### config.mk
export PLATFORM = sky130hd
export DESIGN_NAME = gate_scheduler
export DESIGN_NICKNAME = d
export VERILOG_FILES = /design/src/rtl/gate_pkg.sv /design/src/rtl/occ_counter.sv /design/src/rtl/gate_scheduler.sv
export SDC_FILE = /design/constraint.sdc
export NUM_CORES = 1
export LEC_CHECK = 0
export ABC_AREA = 1
export CAP_MARGIN = 0
export CORE_MARGIN = 3
export CORE_UTILIZATION = 45
export DETAILED_ROUTE_END_ITERATION = 7
export PLACE_DENSITY = 0.75
export RECOVER_POWER = 50
export SETUP_SLACK_MARGIN = 0.2
export SYNTH_ARGS = -nofsm -noshare
export SYNTH_HDL_FRONTEND = slang
export SYNTH_SLANG_ARGS = --single-unit
export TNS_END_PERCENT = 50
### constraint.sdc
create_clock -name clk -period 3.2 [get_ports clk]
set_clock_uncertainty 0.15 [all_clocks]
set_input_delay 0.96 -clock clk [delete_from_list [all_inputs] [get_ports clk]]
set_output_delay 0.96 -clock clk [all_outputs]
set_load 0.02 [all_outputs]
### src/rtl/gate_pkg.sv
// Shared encodings for the barrier-gate scheduler: FSM states and lane identifiers.
package gate_pkg;

    typedef enum logic [1:0] {
        IDLE     = 2'd0,
        OPEN_IN  = 2'd1,
        OPEN_OUT = 2'd2,
        CLOSE    = 2'd3
    } state_t;

    localparam logic LANE_IN  = 1'b0;
    localparam logic LANE_OUT = 1'b1;

endpackage

### src/rtl/occ_counter.sv
// Saturating up/down lot-occupancy counter; flags attempts to go past either bound.
module occ_counter #(
    parameter int CAPACITY = 16,
    parameter int CNT_W    = 5
) (
    input  logic             clk,
    input  logic             rst,
    input  logic             inc,
    input  logic             dec,
    output logic [CNT_W-1:0] count,
    output logic             full,
    output logic             empty,
    output logic             ovf,
    output logic             unf
);

    localparam logic [CNT_W-1:0] CAP = CNT_W'(CAPACITY);

    assign full  = (count == CAP);
    assign empty = (count == '0);
    // Simultaneous inc and dec cancel, so neither can over/underflow.
    assign ovf   = inc & ~dec & full;
    assign unf   = dec & ~inc & empty;

    always_ff @(posedge clk) begin
        if (!rst) begin
            count <= '0;
        end else if (inc && !dec && !full) begin
            count <= count + 1'b1;
        end else if (dec && !inc && !empty) begin
            count <= count - 1'b1;
        end
    end

endmodule

### src/rtl/gate_scheduler.sv
// Arbitrates one barrier gate between entry and exit lanes, with open-timeout,
// post-service hold-off and occupancy tracking from the sensor pulses.
module gate_scheduler
    import gate_pkg::*;
#(
    parameter int CAPACITY     = 16,
    parameter int CNT_W        = 5,
    parameter int OPEN_CYCLES  = 1000,
    parameter int CLOSE_CYCLES = 50,
    parameter int TMR_W        = 10
) (
    input  logic             clk,
    input  logic             rst,
    input  logic             req_in,
    input  logic             req_out,
    input  logic             car_enter,
    input  logic             car_exit,
    output logic             gate_open,
    output logic             grant_in,
    output logic             grant_out,
    output logic [CNT_W-1:0] occupancy,
    output logic             full,
    output logic             empty,
    output logic             timeout,
    output logic             err
);

    localparam logic [TMR_W-1:0] OPEN_LAST  = TMR_W'(OPEN_CYCLES - 1);
    localparam logic [TMR_W-1:0] CLOSE_LAST = TMR_W'(CLOSE_CYCLES - 1);

    state_t           state, state_n;
    logic [TMR_W-1:0] timer;
    logic             last_served;
    logic             timeout_n;
    logic             elig_in, elig_out;
    logic             ovf, unf, stray;

    occ_counter #(
        .CAPACITY (CAPACITY),
        .CNT_W    (CNT_W)
    ) u_occ (
        .clk   (clk),
        .rst   (rst),
        .inc   (car_enter),
        .dec   (car_exit),
        .count (occupancy),
        .full  (full),
        .empty (empty),
        .ovf   (ovf),
        .unf   (unf)
    );

    assign elig_in  = req_in & ~full;
    assign elig_out = req_out & ~empty;
    assign stray    = (car_enter && state != OPEN_IN) || (car_exit && state != OPEN_OUT);

    always_comb begin
        state_n   = state;
        timeout_n = 1'b0;
        case (state)
            IDLE: begin
                // On a tie, serve the lane that did not go last.
                if (elig_in && elig_out)
                    state_n = (last_served == LANE_IN) ? OPEN_OUT : OPEN_IN;
                else if (elig_in)
                    state_n = OPEN_IN;
                else if (elig_out)
                    state_n = OPEN_OUT;
            end
            OPEN_IN: begin
                if (car_enter) begin
                    state_n = CLOSE;
                end else if (timer == OPEN_LAST) begin
                    state_n   = CLOSE;
                    timeout_n = 1'b1;
                end
            end
            OPEN_OUT: begin
                if (car_exit) begin
                    state_n = CLOSE;
                end else if (timer == OPEN_LAST) begin
                    state_n   = CLOSE;
                    timeout_n = 1'b1;
                end
            end
            CLOSE: begin
                if (timer == CLOSE_LAST)
                    state_n = IDLE;
            end
            default: state_n = IDLE;
        endcase
    end

    always_ff @(posedge clk) begin
        if (!rst) begin
            state       <= IDLE;
            timer       <= '0;
            last_served <= LANE_OUT;
            gate_open   <= 1'b0;
            grant_in    <= 1'b0;
            grant_out   <= 1'b0;
            timeout     <= 1'b0;
            err         <= 1'b0;
        end else begin
            state     <= state_n;
            timer     <= (state_n != state || state == IDLE) ? '0 : timer + 1'b1;
            // Outputs decoded from the next state so they line up with the new state.
            gate_open <= (state_n == OPEN_IN) || (state_n == OPEN_OUT);
            grant_in  <= (state_n == OPEN_IN);
            grant_out <= (state_n == OPEN_OUT);
            timeout   <= timeout_n;
            err       <= err | ovf | unf | stray;
            if (state_n == CLOSE && state != CLOSE)
                last_served <= (state == OPEN_OUT) ? LANE_OUT : LANE_IN;
        end
    end

endmodule
# Word-level counts from Yosys, hierarchy flattened

Cells that the tools add are included.

Bits in registers: 23
Input port bits: 6

Add/sub/neg operators: 3
Equal/unequal tests: 13
Multiplexer cells: 16
Bitwise gates (word level): 14
Reduce and logical (&&, ||, !) cells: 19

Operator list:

| operator                                                            | count |
|---|---|
| 2-bit two-way mux                                                   | 8 |
| 10-bit by 1-bit adder with 10-bit output (second input constant)    | 1 |
| 10-bit == test (second input constant)                              | 1 |
| 10-bit by 6-bit == test with 1-bit output (second input constant)   | 1 |
| 5-bit two-way mux                                                   | 2 |
| 2-bit == test (second input constant)                               | 4 |
| 1-bit logical AND                                                   | 8 |
| 2-bit one-hot mux with 4 select lines                               | 1 |
| 1-bit AND                                                           | 6 |
| 5-bit by 1-bit adder with 5-bit output (second input constant)      | 1 |
| 5-bit == test (second input constant)                               | 1 |
| 5-bit logical NOT                                                   | 1 |
| 1-bit inverter                                                      | 5 |
| 5-bit by 1-bit subtractor with 5-bit output (second input constant) | 1 |
| 2-bit by 1-bit == test with 1-bit output (second input constant)    | 2 |
| 1-bit logical NOT                                                   | 4 |
| 1-bit two-way mux                                                   | 4 |
| 2-bit != test (second input constant)                               | 2 |
| 1-bit logical OR                                                    | 3 |
| 1-bit bitwise OR                                                    | 3 |
| 2-bit logical NOT                                                   | 1 |
| 2-bit by 1-bit != test with 1-bit output (second input constant)    | 1 |
| 2-bit != test                                                       | 1 |
| 1-bit one-hot mux with 2 select lines                               | 1 |
| 2 further kinds                                                     | 2 |

# Depth between registers and ports, before layout

Gate-level depths: netlist (run 1).

Depth after elaboration: 10
Gate-level depth with buffers: 14

# Modules after synthesis

From an unflattened synthesis (run 1), not the netlist that was laid out.

Cell total of the unflattened synthesis: 202
Area total of the unflattened synthesis: 1461.4 um^2

Modules (own cells, without submodules):

| module         | times used | cells an instance | area an instance (um^2) | seq. area each (um^2) |
|---|---|---|---|---|
| gate_scheduler | 1          | 144               | 1056.0                  | 360.3 |
| occ_counter    | 1          | 58                | 405.4                   | 100.1 |

# Least setup slack after synthesis (run 1)

OpenSTA, ideal clock, no wires.

Kind: input port to flip-flop
Start point: in car_exit
End point: reg u_occ.count[4]
Setup time: 0.121 ns
Arrival time: 2.312 ns
Required time: 2.929 ns
Slack: 0.617 ns
Stages: 9
Path through: inv_1 nand3_1 fa_1 a21oi_1 nor2_1 o21ai_0 nand3_1 o21ai_0 a21oi_1

Word-level cells in the longest chain between the ends: 4

Ends and longest elaborated chain:

| element                                                 | RTL line             | text |
|---|---|---|
| start, declared                                         | gate_scheduler.sv:17 | `input logic car_exit,` |
| 1-bit logical NOT                                       | occ_counter.sv:28    | `end else if (inc && !dec && !full) begin` |
| 1-bit logical AND (2 in a row)                          | occ_counter.sv:28    |  |
| 5-bit two-way mux or 2-bit nonzero test (tied branches) | n/a                  |  |
| end signal, assigned                                    | occ_counter.sv:29    | `count <= count + 1'b1;` |
| end signal, assigned                                    | occ_counter.sv:31    | `count <= count - 1'b1;` |
| end, declared                                           | occ_counter.sv:10    | `output logic [CNT_W-1:0] count,` |

Several ways; a longest one is shown, not always the timed one.
A chain may end at the register's enable or synchronous reset.

# Final worst setup path (run 1)

Same ends and word-level chain as after synthesis.

==> results of run 1 <==
## per-stage QoR
step	instances	setup WS, ps	util [%]
after floorplan	186	617	-
after global placement	250	210	56.3
after detailed placement	250	159	56.3
after CTS	254	352	57.2
after global routing	254	207	55.0
final	254	369	55.0
## layer usage
| metal | track usage, % | wire length [um] | vias to the layer above | share of wire [%] |
|---|---|---|---|---|
| li1 | - | - | 648 | - |
| met1 | 19.0 | 1380 | 565 | 49 |
| met2 | 25.7 | 1350 | 15 | 48 |
| met3 | 2.67 | 78 | 0 | 2.8 |
| met4 | 4.04 | 0 | 0 | 0 |
| met5 | 0 | 0 | - | 0 |
## registers in the layout, indices dropped and copies added (netlist names)
| signal | count |
|---|---|
| timer | 10 |
| u_occ.count | 5 |
| state | 2 |
| err | 1 |
| gate_open | 1 |
| grant_in | 1 |
| grant_out | 1 |
| last_served | 1 |
| timeout | 1 |
## synthesized netlist by cell type (2+ instances only)
cell     instances
inv_1           28
nor3_1           2
nand2_1         26
ha_1            12
nand2_4          4
nor2_4           3
dfxtp_1         23
inv_2            2
nand2_2          5
nand3_2          6
o21ai_0          7
nand3_4          2
xnor2_1          3
xor2_1           7
nor2_1          18
a21oi_1          7
nor3_2          10
nand3_1         11
## cell usage in the layout, fill, tap and decap left out, types with 2 or more instances in the layout
| master | Yosys | routed |
|---|---|---|
| nand2_1 | 26 | 28 |
| inv_1 | 28 | 28 |
| dfxtp_1 | 23 | 23 |
| nor2_1 | 18 | 18 |
| clkdlybuf4s50_1 | 0 | 16 |
| nand3_1 | 11 | 13 |
| ha_1 | 12 | 12 |
| nor3_1 | 2 | 9 |
| o21ai_0 | 7 | 7 |
| xor2_1 | 7 | 7 |
| a21oi_1 | 7 | 7 |
| nand3_2 | 6 | 5 |
| nand2_2 | 5 | 4 |
| nor2_4 | 3 | 3 |
| nand2_4 | 4 | 3 |
| nor3_2 | 10 | 3 |
| xnor2_1 | 3 | 3 |
| clkbuf_4 | 0 | 3 |
| inv_2 | 2 | 2 |
| buf_4 | 0 | 2 |
| clkbuf_1 | 1 | 2 |
## logic make-up after synthesis
group | Yosys count | synth area share [%]
xor+xnor | 10 | 5.85
simple gates | 90 | 37.1
flops | 23 | 30.8
buf+inv | 31 | 7.78
compound gates | 19 | 7.11
fa+ha+maj | 13 | 11.4
## cell type report
class                   instances  area [um^2]  area share, %
clock buffers                   3         22.5           1.32
multi-input cells             132          857           50.3
inverters                      30          113           6.60
flip-flops and latches         23          460           27.0
clock inverters                 1         5.00          0.293
well taps                      44         55.1           3.23
repair buffers                 21          193           11.3
## worst max-delay path by stage
stage / start / end / cells past startpoint
after floorplan: car_exit / u_occ.count[4] / 9
after global placement: car_exit / u_occ.count[4] / 10
after detailed placement: car_exit / u_occ.count[4] / 10
after CTS: u_occ.count[0] / full / 4
after global routing: car_exit / u_occ.count[4] / 10
final: car_exit / u_occ.count[4] / 10
## power groups by stage
stage	Sequential, mW	Combinational [mW]	Clock (mW)
after floorplan	0.423	0.469	0
after global placement	0.399	0.658	0
final	0.393	0.593	0.137
after detailed placement	0.400	0.667	0
after CTS	0.394	0.670	0.141
after global routing	0.402	0.667	0.154
==> impl_results.md, run 1 <==
- Status: finished, final reports clean
- Clock latency on the worst-skew pair: around 310 ps
- Period utilization: 88.5%
- CTS Hold Buffers Added: 0
- Crit path required time: approximately 3300 ps
- Die height: approximately 64 um
- Crit path buf inv count: 2
- Cell Area, Synth: roughly 1500 um^2
- R2R cell count: 10
- CP Capture Type: flip-flop
- CP top delay family: buffers and inverters
- Reg power frac: 35.0%
- Setup crit start kind: primary input
- Yosys top cell by area: dfxtp_1
- Clk pwr share: about 12%
- DR vias: around 1200
- GRT Total Usage: between 10 and 15%
- Post-Route Setup TNS: 0 ps
- Cell Pwr Density: 658 nW/um^2
- Share of cells above drive strength 1: approximately an eighth
- Sink Count: 23
- Sw Ratio: between 40% and 50%
- DIE AREA: ~4100 um^2
- Mean post-synth cell area: 8.05 um^2
- Nets: 230
- Root Driver: clkbuf_4
- Cell area after layout: about 1700 um^2
- CTS tree: built
- Combinational power share: approximately 53%
- EDFF count, synth: 0
- Hold_sp: timer[0]
- RSZ-0062 raised after global routing: no
- Syn nets: 205
- Cell Rows: 20
- Max-Cap Viols: 0
- YS warnings: 0
- Post-CTS sizing: 0
- Via/cell ratio: 4.83
- FFs w/ async S/R, synth: 0%
- Hold crit path type: reg -> reg
- First-pass GRT wire length: between 4000 and 5000 um
- Crit-path slowest cell: dlygate4sd3_1
- First-iteration detailed-routing DRC count: 45
- Initial antenna violation count: 0
- Top area cells in the synthesized netlist: dfxtp_1 31%, ha_1 10%, inv_1 7.0%, nor3_2 6.7%, nand2_1 6.5%
- DRC Markers: 0
- DIE WIDTH: between 60 and 70 um
- Total Power: about 1.1 mW
- Post-route ant nets: 0
- Synth cell types: 28
- P_leak: approximately 0.74 nW
- CP Data Arrival Time: roughly 2900 ps
- Worst-path clk slew: around 130 ps
- TritonCTS buffer count: 3
- Final setup vio count: 0
- Main synth FF type: dfxtp_1
- Min-Delay Path Depth: 1
- R2R Setup Slk: roughly 950 ps
- Yosys reg bits: 23
- FMAX: between 0.3 and 0.4 GHz
- DR pass1 iterations: 6
- Mapped Cells: roughly 190
- VDD IR max: about 0.3 mV
- Max-slew violation count: 0
- CP Class: in -> reg
- Vias in the first global route: ~1100
- HPWL Detailed: approximately 2200 um
- Largest net degree at the start of global routing: 14
- Final Hold Violating Endpoints: 0
- Core Footprint: 3100 um^2
- Crit-path max FO: 4
- Post-synth top area share: a little under a third
- Antenna Cells: 0
- DP Area: approximately 1700 um^2
- Internal: between 0.6 and 0.7 mW
- Sequential-to-total area share from yosys stat: 30.8%
- Clk buf depth: 2
- Starting density of the core: between 40% and 50%
- Worst path max stage delay: between 500 and 600 ps
- Routed WL per cell: 11.1 um
- Worst r2r src: u_occ.count[0]
- Relative slew slack: 69.2%
- Critical Path, Cell by Cell: dlygate4sd3_1, inv_1, nand3_1, fa_1, a21oi_1, nor2_1, o21ai_0, nand3_1, o21ai_0, a21oi_1
- R2r endpoint: u_occ.count[4]
- Htree depth: 1
- Fillers: ~310
- Setup bufs post-CTS: 0
- Routability cong.: just over 0.9
- Sw power: around 0.51 mW
- Drt total wl: ~2800 um
- Area grow syn2layout: 14.0%
- I/O Pins: 18
- Worst-Margin Slew: between 400 and 500 ps
- Hold slack: 359 ps
- WHS Endpoint: timer[0]
- IO buf count: 17
- Final min period: approximately 2800 ps
- Grt total ovfl: 0
Note: power is estimated with default switching activity, not from simulation.
==> inputs of run 2 (changes only) <==
--- a/config.mk
+++ b/config.mk
@@ -6,11 +6,11 @@
 export NUM_CORES = 1
 export LEC_CHECK = 0
 export ABC_AREA = 1
-export CAP_MARGIN = 0
+export CAP_MARGIN = 10
 export CORE_MARGIN = 3
 export CORE_UTILIZATION = 45
 export DETAILED_ROUTE_END_ITERATION = 7
-export PLACE_DENSITY = 0.75
+export PLACE_DENSITY_LB_ADDON = 0.12
 export RECOVER_POWER = 50
 export SETUP_SLACK_MARGIN = 0.2
 export SYNTH_ARGS = -nofsm -noshare
==> constraint.sdc (replaced) <==
create_clock -name clk -period 3.3 [get_ports clk]
set_clock_uncertainty 0.15 [all_clocks]
set_input_delay 0.99 -clock clk [delete_from_list [all_inputs] [get_ports clk]]
set_output_delay 0.99 -clock clk [all_outputs]
set_load 0.02 [all_outputs]
==> impl_results.md, run 2 (synthesis gave the netlist of run 1 again) <==
- Crit-path max FO: 7
- Most frequent cells in the layout: 28 x nand2_1, 28 x inv_1, 23 x dfxtp_1
- R2r endpoint: u_occ.count[4]
- CP Class: in -> reg
- Final setup vio count: 0
- Cell area after layout: between 1500 and 2000 um^2
- Min-Delay Path Depth: 1
- Share of cells above drive strength 1: roughly an eighth
- CP Data Arrival Time: 3090 ps
- Worst r2r src: u_occ.count[0]
- TritonCTS buffer count: 3
- Total Power: approximately 1.1 mW
- Max-slew violation count: 0
- Clk buf depth: 2
- Root Driver: clkbuf_4
- Hold_sp: timer[0]
- Vias in the first global route: about 1200
- CTS Hold Buffers Added: 0
- Setup crit start kind: primary input
- GRT Total Usage: between 10% and 20%
- Via/cell ratio: 4.91
- Die height: around 64 um
- Core Footprint: 3100 um^2
- HPWL Detailed: 2210 um
- Post-Route Setup TNS: 0 ps
- Final Hold Violating Endpoints: 0
- Antenna Cells: 0
- Hold crit path type: reg -> reg
- Period utilization: 89.8%
- Worst-Margin Slew: about 460 ps
- Largest register FFs: 10
- WHS Endpoint: timer[0]
- DP Area: 1740 um^2
- Nets: around 230
- Drt total wl: about 2900 um
- Fillers: ~320
- Initial antenna violation count: 0
- Htree depth: 1
- Area grow syn2layout: 13.1%
- Cell Pwr Density: approximately 650 nW/um^2
- I/O Pins: 18
- Max-Cap Viols: 0
- Grt total ovfl: 0
- Largest net degree at the start of global routing: 14
- Routability cong.: about 0.88
- Clock latency on the worst-skew pair: between 300 and 400 ps
- DR vias: ~1200
- Cell Rows: 20
- DR pass1 iterations: 6
- R2R Setup Slk: between 900 and 1000 ps
- Starting density of the core: about half
- First-pass GRT wire length: approximately 5200 um
- FMAX: about 0.34 GHz
- Fin worst setup slack: roughly 340 ps
- Final min period: between 2000 and 3000 ps
- Biggest regs: timer: 10 flops, u_occ.count: 5 flops, state: 2 flops
- CTS tree: built
- R2R cell count: 11
- Sink Count: 23
- Biggest register: timer
- Pre-CTS setup slack: roughly 110 ps
- DIE AREA: between 4000 and 5000 um^2
- IO buf count: 17
- Crit path required time: between 3000 and 4000 ps
- First-iteration detailed-routing DRC count: 48
- VDD IR max: 0.279 mV
- Worst-path clk slew: ~140 ps
- P_leak: 0.736 nW
- Post-route ant nets: 0
- Setup bufs post-CTS: 0
- Status: finished, final reports clean
- Relative slew slack: between 60% and 70%
- Routed WL per cell: roughly 11 um
- CP Capture Type: flip-flop
- DIE WIDTH: around 64 um
- Post-CTS sizing: 0
- RSZ-0062 raised after global routing: no
- DRC Markers: 0
## run 2: cell types whose count changed in the layout (fill, tap and decap cells not counted)
cell,change
nor3_2,-1
buf_4,-1
nor3_1,+1
## run 2: routing by layer
metal  global-route usage (%)  wire length (um)  vias up
met5                        0                 0        -
met3                     2.14                82        6
li1                         -                 -      644
met1                     20.7              1400      569
met2                     25.9              1320       22
met4                     6.74                51        0
## run 2: metrics by stage
stage | hold slack, ps | std cells | util (%)
6_report | 363 | 253 | 54.6
5_1_grt | 404 | 253 | 54.6
4_1_cts | 371 | 253 | 57.0
3_5_place_dp | 352 | 249 | 56.1
3_3_place_gp | 329 | 249 | 56.1
2_1_floorplan | 317 | 186 | -
## run 2: how the worst max path moves through the flow
stage	slack [ps]	cells after the start	from	to
after detailed placement	110	10	car_exit	u_occ.count[4]
after CTS	410	4	u_occ.count[0]	full
after floorplan	690	9	car_exit	u_occ.count[4]
after global routing	220	10	car_exit	u_occ.count[4]
after global placement	190	10	car_exit	u_occ.count[4]
final	340	11	car_exit	u_occ.count[4]
## run 2: worst max-delay path: stages
cell	delay, ps
dlygate4sd3_1	570
inv_1	80
nand3_1	230
fa_1	490
a21oi_1	150
nor2_1	60
nor2_1	120
nand4_1	100
nand3_1	100
o21ai_0	80
a21oi_1	110
## run 2: layout make-up
class                           count  area [um^2]  area share (%)
Multi-Input combinational cell    132          852            50.3
Sequential cell                    23          460            27.2
Timing Repair Buffer               20          185            10.9
Inverter                           30          113            6.65
Tap cell                           44         55.1            3.25
Clock buffer                        3         22.5            1.33
Clock inverter                      1         5.00           0.296
## run 2: report_power, final
group / internal, mW / switching, mW / leakage (nW)
clock network: 0.0455 / 0.0961 / 0.0177
registers: 0.325 / 0.0513 / 0.188
logic: 0.220 / 0.355 / 0.530
total: 0.590 / 0.502 / 0.736
==> inputs of run 3 (changes only) <==
--- a/config.mk
+++ b/config.mk
@@ -6,13 +6,13 @@
 export NUM_CORES = 1
 export LEC_CHECK = 0
 export ABC_AREA = 1
-export CAP_MARGIN = 10
+export CAP_MARGIN = 20
 export CORE_MARGIN = 3
 export CORE_UTILIZATION = 45
 export DETAILED_ROUTE_END_ITERATION = 7
 export PLACE_DENSITY_LB_ADDON = 0.12
 export RECOVER_POWER = 50
-export SETUP_SLACK_MARGIN = 0.2
+export SETUP_SLACK_MARGIN = 0.15
 export SYNTH_ARGS = -nofsm -noshare
 export SYNTH_HDL_FRONTEND = slang
 export SYNTH_SLANG_ARGS = --single-unit
==> results of run 3 <==
Final layout, timing and power as in run 2 (identical DEF).
